**src/rtl/sm_to_tc_decoder.sv**
```systemverilog
// -----------------------------------------------------------------------------
// sm_to_tc_decoder
//
// Purpose:
//   Streaming converter from a sign/magnitude result (separate sign bit plus
//   unsigned magnitude) to the equivalent two's-complement word for the
//   accumulator/readout chain. Valid/ready handshakes on both sides run at
//   full throughput. A two-entry buffer (output register plus one skid entry)
//   keeps in_ready a pure register that never looks at out_ready.
//   Negative-zero inputs (sign=1, mag=0) produce out_data=0. They are flagged
//   on out_negzero and can be counted.
//
// Optional feature (compile-time macro):
//   SMTC_NEGZERO_CNT_EN - when defined, nz_count is a saturating count of
//                         accepted negative-zero inputs, cleared by cnt_clr.
//                         When undefined, nz_count is tied to 0 and cnt_clr
//                         is ignored.
//
// Ports:
//   clk          in   system clock, rising edge
//   rst_n        in   asynchronous active-low reset
//   in_valid     in   upstream word valid
//   in_ready     out  block can accept a word (registered)
//   in_sign      in   sign of the result (1 = negative)
//   in_mag       in   [MAG_W-1:0] unsigned magnitude
//   out_valid    out  out_data valid
//   out_ready    in   downstream accepts
//   out_data     out  [MAG_W:0] two's-complement result
//   out_negzero  out  current out_data came from a negative-zero input
//   cnt_clr      in   synchronous clear of nz_count
//   nz_count     out  [CNT_W-1:0] saturating negative-zero count
// -----------------------------------------------------------------------------
module sm_to_tc_decoder #(
  parameter int MAG_W = 15,
  parameter int CNT_W = 8
) (
  input  logic             clk,
  input  logic             rst_n,
  input  logic             in_valid,
  output logic             in_ready,
  input  logic             in_sign,
  input  logic [MAG_W-1:0] in_mag,
  output logic             out_valid,
  input  logic             out_ready,
  output logic [MAG_W:0]   out_data,
  output logic             out_negzero,
  input  logic             cnt_clr,
  output logic [CNT_W-1:0] nz_count
);

  logic             accept;
  logic             consume;
  logic [MAG_W:0]   inWord;
  logic [MAG_W:0]   convData;
  logic             convNz;

  logic             inReady_q,  inReady_d;
  logic             outValid_q, outValid_d;
  logic [MAG_W:0]   outData_q,  outData_d;
  logic             outNz_q,    outNz_d;
  logic             skidValid_q, skidValid_d;
  logic [MAG_W:0]   skidData_q,  skidData_d;
  logic             skidNz_q,    skidNz_d;

  assign accept  = in_valid && inReady_q;
  assign consume = outValid_q && out_ready;

  // The magnitude is zero-extended by one bit, so negating it can never
  // overflow: the largest magnitude 2^MAG_W-1 still fits as a negative value.
  assign inWord   = {1'b0, in_mag};
  assign convData = in_sign ? -inWord : inWord;
  assign convNz   = in_sign && (in_mag == '0);

  // Buffer control. The output register refills whenever it is empty or being
  // drained: the skid entry has priority, since it holds the older word. The
  // skid entry can only be full while in_ready is low, so an accept and a
  // skid-to-output move never coincide.
  always_comb begin
    inReady_d   = inReady_q;
    outValid_d  = outValid_q;
    outData_d   = outData_q;
    outNz_d     = outNz_q;
    skidValid_d = skidValid_q;
    skidData_d  = skidData_q;
    skidNz_d    = skidNz_q;
    if (!outValid_q || consume) begin
      if (skidValid_q) begin
        outValid_d  = 1'b1;
        outData_d   = skidData_q;
        outNz_d     = skidNz_q;
        skidValid_d = 1'b0;
        inReady_d   = 1'b1;
      end else if (accept) begin
        outValid_d = 1'b1;
        outData_d  = convData;
        outNz_d    = convNz;
      end else begin
        outValid_d = 1'b0;
      end
    end else if (accept) begin
      skidValid_d = 1'b1;
      skidData_d  = convData;
      skidNz_d    = convNz;
      inReady_d   = 1'b0;
    end
  end

  always_ff @(posedge clk or negedge rst_n) begin
    if (!rst_n) begin
      inReady_q   <= 1'b1;
      outValid_q  <= 1'b0;
      outData_q   <= '0;
      outNz_q     <= 1'b0;
      skidValid_q <= 1'b0;
      skidData_q  <= '0;
      skidNz_q    <= 1'b0;
    end else begin
      inReady_q   <= inReady_d;
      outValid_q  <= outValid_d;
      outData_q   <= outData_d;
      outNz_q     <= outNz_d;
      skidValid_q <= skidValid_d;
      skidData_q  <= skidData_d;
      skidNz_q    <= skidNz_d;
    end
  end

  assign in_ready    = inReady_q;
  assign out_valid   = outValid_q;
  assign out_data    = outData_q;
  assign out_negzero = outNz_q;

`ifdef SMTC_NEGZERO_CNT_EN
  localparam logic [CNT_W-1:0] CNT_ONE = 1;

  logic [CNT_W-1:0] nzCount_q, nzCount_d;

  // Counts negative-zero words at the moment they are accepted, not when they
  // leave. The clear wins over a simultaneous increment.
  always_comb begin
    nzCount_d = nzCount_q;
    if (cnt_clr) begin
      nzCount_d = '0;
    end else if (accept && convNz && (nzCount_q != '1)) begin
      nzCount_d = nzCount_q + CNT_ONE;
    end
  end

  always_ff @(posedge clk or negedge rst_n) begin
    if (!rst_n) begin
      nzCount_q <= '0;
    end else begin
      nzCount_q <= nzCount_d;
    end
  end

  assign nz_count = nzCount_q;
`else
  logic unusedCntClr;
  assign unusedCntClr = cnt_clr;
  assign nz_count     = '0;
`endif

endmodule

```
**config.mk**
```make
export PLATFORM = sky130hd
export DESIGN_NAME = sm_to_tc_decoder
export DESIGN_NICKNAME = d
export VERILOG_FILES = /design/src/rtl/sm_to_tc_decoder.sv
export SDC_FILE = /design/constraint.sdc
export NUM_CORES = 1
export LEC_CHECK = 0
export BUFFER_PORTS_ARGS = -buffer_cell sky130_fd_sc_hd__buf_4
export CAP_MARGIN = 40
export CELL_PAD_IN_SITES_DETAIL_PLACEMENT = 1
export CELL_PAD_IN_SITES_GLOBAL_PLACEMENT = 2
export CORE_MARGIN = 4
export CORE_UTILIZATION = 34
export DETAILED_ROUTE_END_ITERATION = 7
export MAX_ROUTING_LAYER = met4
export PLACE_DENSITY = 0.87
export SLEW_MARGIN = 20
export SYNTH_ARGS = -nofsm -noshare
export SYNTH_HDL_FRONTEND = slang
export SYNTH_SLANG_ARGS = --single-unit
```
**constraint.sdc**
```tcl
create_clock -name clk -period 4 [get_ports clk]
set_input_delay 0.4 -clock clk [delete_from_list [all_inputs] [get_ports clk]]
set_output_delay 0.4 -clock clk [all_outputs]
set_load 0.05 [all_outputs]
```
==> results.yml <==
sta:
  max_freq_ghz: 0.510
  hold_viol_final: 0
  final-setup-viol-count: 0
  rsz0062_at_grt: "false"
  tns_ps: 0
  post-route-period-util_pct: 49.0
  slew_viol_final: 0
  skew_ps: 3.92
  fin_crit_ps: 1960
clocking:
  postCtsSetupBuffers: 0
  cts_buffers: 5
  root_buffer: "clkbuf_8"
  clkSlewWorstSetupHoldPaths_ps: 70
  cts-htree-levels: 2
  cts-resized-gates: 0
  cts_sinks: 37
  cts_hold_buf: 0
  cts_tree: "built"
  clkLatencyLatePin_ps: 280
  clk_path_buf_depth: 2
detailed_routing:
  wl_um: 4260
  postRouteAntennaNets: 0
  first_pass_iters: 4
  via_count: 1516
  via_per_inst: 4.91
  drtIter0Drc: 65
  wl_per_cell_um: 13.8
  drc: 0
power:
  power_uw: 712
  irDropWorstVdd_v: 0.000106
  pwr-share-seq_pct: 52.5
  power.share.clock_pct: 35.8
  internal-power_uw: 524
  cellLeakagePower_nw: 1.10
  power.net_switching_uw: 188
  power_frac_comb_pct: 11.7
  sw_frac_of_total_pct: 26.4
  power_density_mw_per_mm2: 304
setup_path:
  worstPathArrival_ps: 2130
  critPathLaunchType: "input pin"
  rr_endpoint: "out_data[11]"
  crit_type: "in -> reg"
  reg2reg_depth: 6
  critPathMaxFanout: 6
  crit_path_start: "in_mag[0]"
  endpoint_kind: "register"
  rr_startpoint: "skidValid_q"
  critPathRequiredTime_ps: 4170
  ff2ff_setup_slack_ps: 2200
yosys:
  synth_edf_count: 0
  synth_seq_area_share_pct: 47.5
  yosysTopAreaCellShare_pct: 46.2
  synth.area.mux_share_pct: 7.63
  yosys_register_bits: 37
  post-synth-top-area-cell: "dfrtp_1"
  ys_top_cells_by_area: "dfrtp_1, o21ai_0, nand2_1, mux2_2, mux2i_1"
  ys.warnings.count: 0
  synthTopCellsByCount: "dfrtp_1, o21ai_0, nand2_1"
  synth-adder-area-share_pct: 0.641
  syn_area_per_cell_um2: 9.66
  synth_top_family_by_area: "compound AO/OA/AOI/OAI gates"
  synthCells: 202
  synth_compound_area_share_pct: 16.7
  synth_area_mm2: 0.00195
  synth-simple-area-share_pct: 15.7
  synth-main-ff-cell: "dfrtp_1"
  synthXorXnorAreaFrac_pct: 5.84
  synth.most_common_cell: "dfrtp_1"
  synthArstFlopShare_pct: 100
  ys_types: 38
die:
  core_mm2: 0.00554
  initial_core_util_pct: 35.2
  fp-row-count: 27
  die_area_mm2: 0.00701
  die_x_um: 83.7
  die_h_um: 83.7
  io_pins: 48
placed_design:
  placed_cells: 301
  dpl_cell_area_mm2: 0.00226
  port_buffers: 38
  gp_congestion: 0.749
  dp_hpwl_um: 3120
layout:
  fillCellCount: 659
  fin_util_pct: 42.3
  antennaDiodeCount: 0
  area_growth_pct: 20.2
  final_cell_count_no_fill: 309
  nets: 258
  final_area_mm2: 0.00234
  final_layout_size_suffix_gt1_share_pct: 27.4
job:
  max-cap-violations: 0
global_routing:
  antenna_found_initial: 0
  grt_max_degree: 38
  grt_pass1_vias: 1538
  grt_usage_pct: 13.1
  global_route.overflow_total: 0
  grt_pass1_wl_um: 7310
outcome:
  status: "finished clean"
min_path:
  min_path_type: "in -> async"
-- flip-flops by register name, summed over array words and instances, names as in the netlist --
name and count:
out_negzero 1, skidValid_q 1, out_data 16, skidData_q 16
out_valid 1, in_ready 1, skidNz_q 1
-- final cells by class --
cell class              count  area [um2]  area share [%]
clock buffers               6        72.6            3.09
clock inverters             2        10.0           0.427
inverters                   2        7.51           0.320
multi-input cells         150         937            40.0
flip-flops and latches     37         927            39.5
well taps                  72        90.1            3.84
repair buffers             40         300            12.8
-- metrics by stage --
step	worst slack, ps	hold slack (ps)
global route	1880	115
CTS	2020	96.7
floorplan	2050	104
detailed placement	1720	407
finish	2040	75.2
global placement	1740	398
-- per-layer routing --
layer	vias to the layer above	global-route usage [%]	part of all wire, %
met5	-	-	0
met4	0	4.82	1.2
met3	4	2.27	4.2
met2	35	20.8	48
met1	724	16.7	47
li1	753	-	-
-- worst max-delay path by stage --
stage,endpoint,slack [ps],depth (start not counted)
after CTS,skidData_q[12],2020,7
after global placement,skidData_q[12],1740,7
final,skidData_q[12],2040,7
after detailed placement,skidData_q[12],1720,7
after floorplan,skidData_q[12],2050,6
after global routing,out_data[14],1880,8
-- cell usage in the layout (no fill, tap or decap), types with 2 or more instances in the layout --
cell type / count
or2_2: 4
mux2i_1: 7
clkinv_2: 2
nand3_1: 8
conb_1: 8
nand2_1: 29
a21oi_1: 8
xor2_1: 8
o21ai_0: 30
buf_4: 40
nor2b_1: 2
o31ai_1: 2
nor3b_1: 2
xnor2_1: 5
dfrtp_1: 36
o21a_1: 2
inv_1: 2
clkbuf_8: 5
mux2_2: 7
nor2_1: 6
o41ai_1: 4
nor3_1: 3
-- critical path, cell delays in order --
cell and delay, ps:
buf_4 120, inv_1 60, ha_1 180, or4b_4 520
o41ai_1 430, xnor2_1 150, mux2_2 280
-- power groups by stage --
stage                     registers, mW  clock network (mW)  logic (mW)
final                             0.374               0.255      0.0835
after global routing              0.374               0.277      0.0934
after CTS                         0.374               0.260      0.0853
after detailed placement          0.381                   0      0.0852
after global placement            0.381                   0      0.0838
after floorplan                   0.381                   0      0.0538
-- cell families (layout without fill, tap and decap cells) --
| group | Yosys count | count (layout) |
|---|---|---|
| muxes | 14 | 14 |
| DFF | 37 | 37 |
| and+or+nand+nor | 62 | 62 |
| adders and majority gates | 1 | 1 |
| other | 1 | 8 |
| AOI/OAI and AO/OA | 52 | 52 |
| xor gates and xnor gates | 13 | 13 |
| buffers and inverters | 22 | 50 |
No activity file was read; power rests on OpenSTA's default activity.
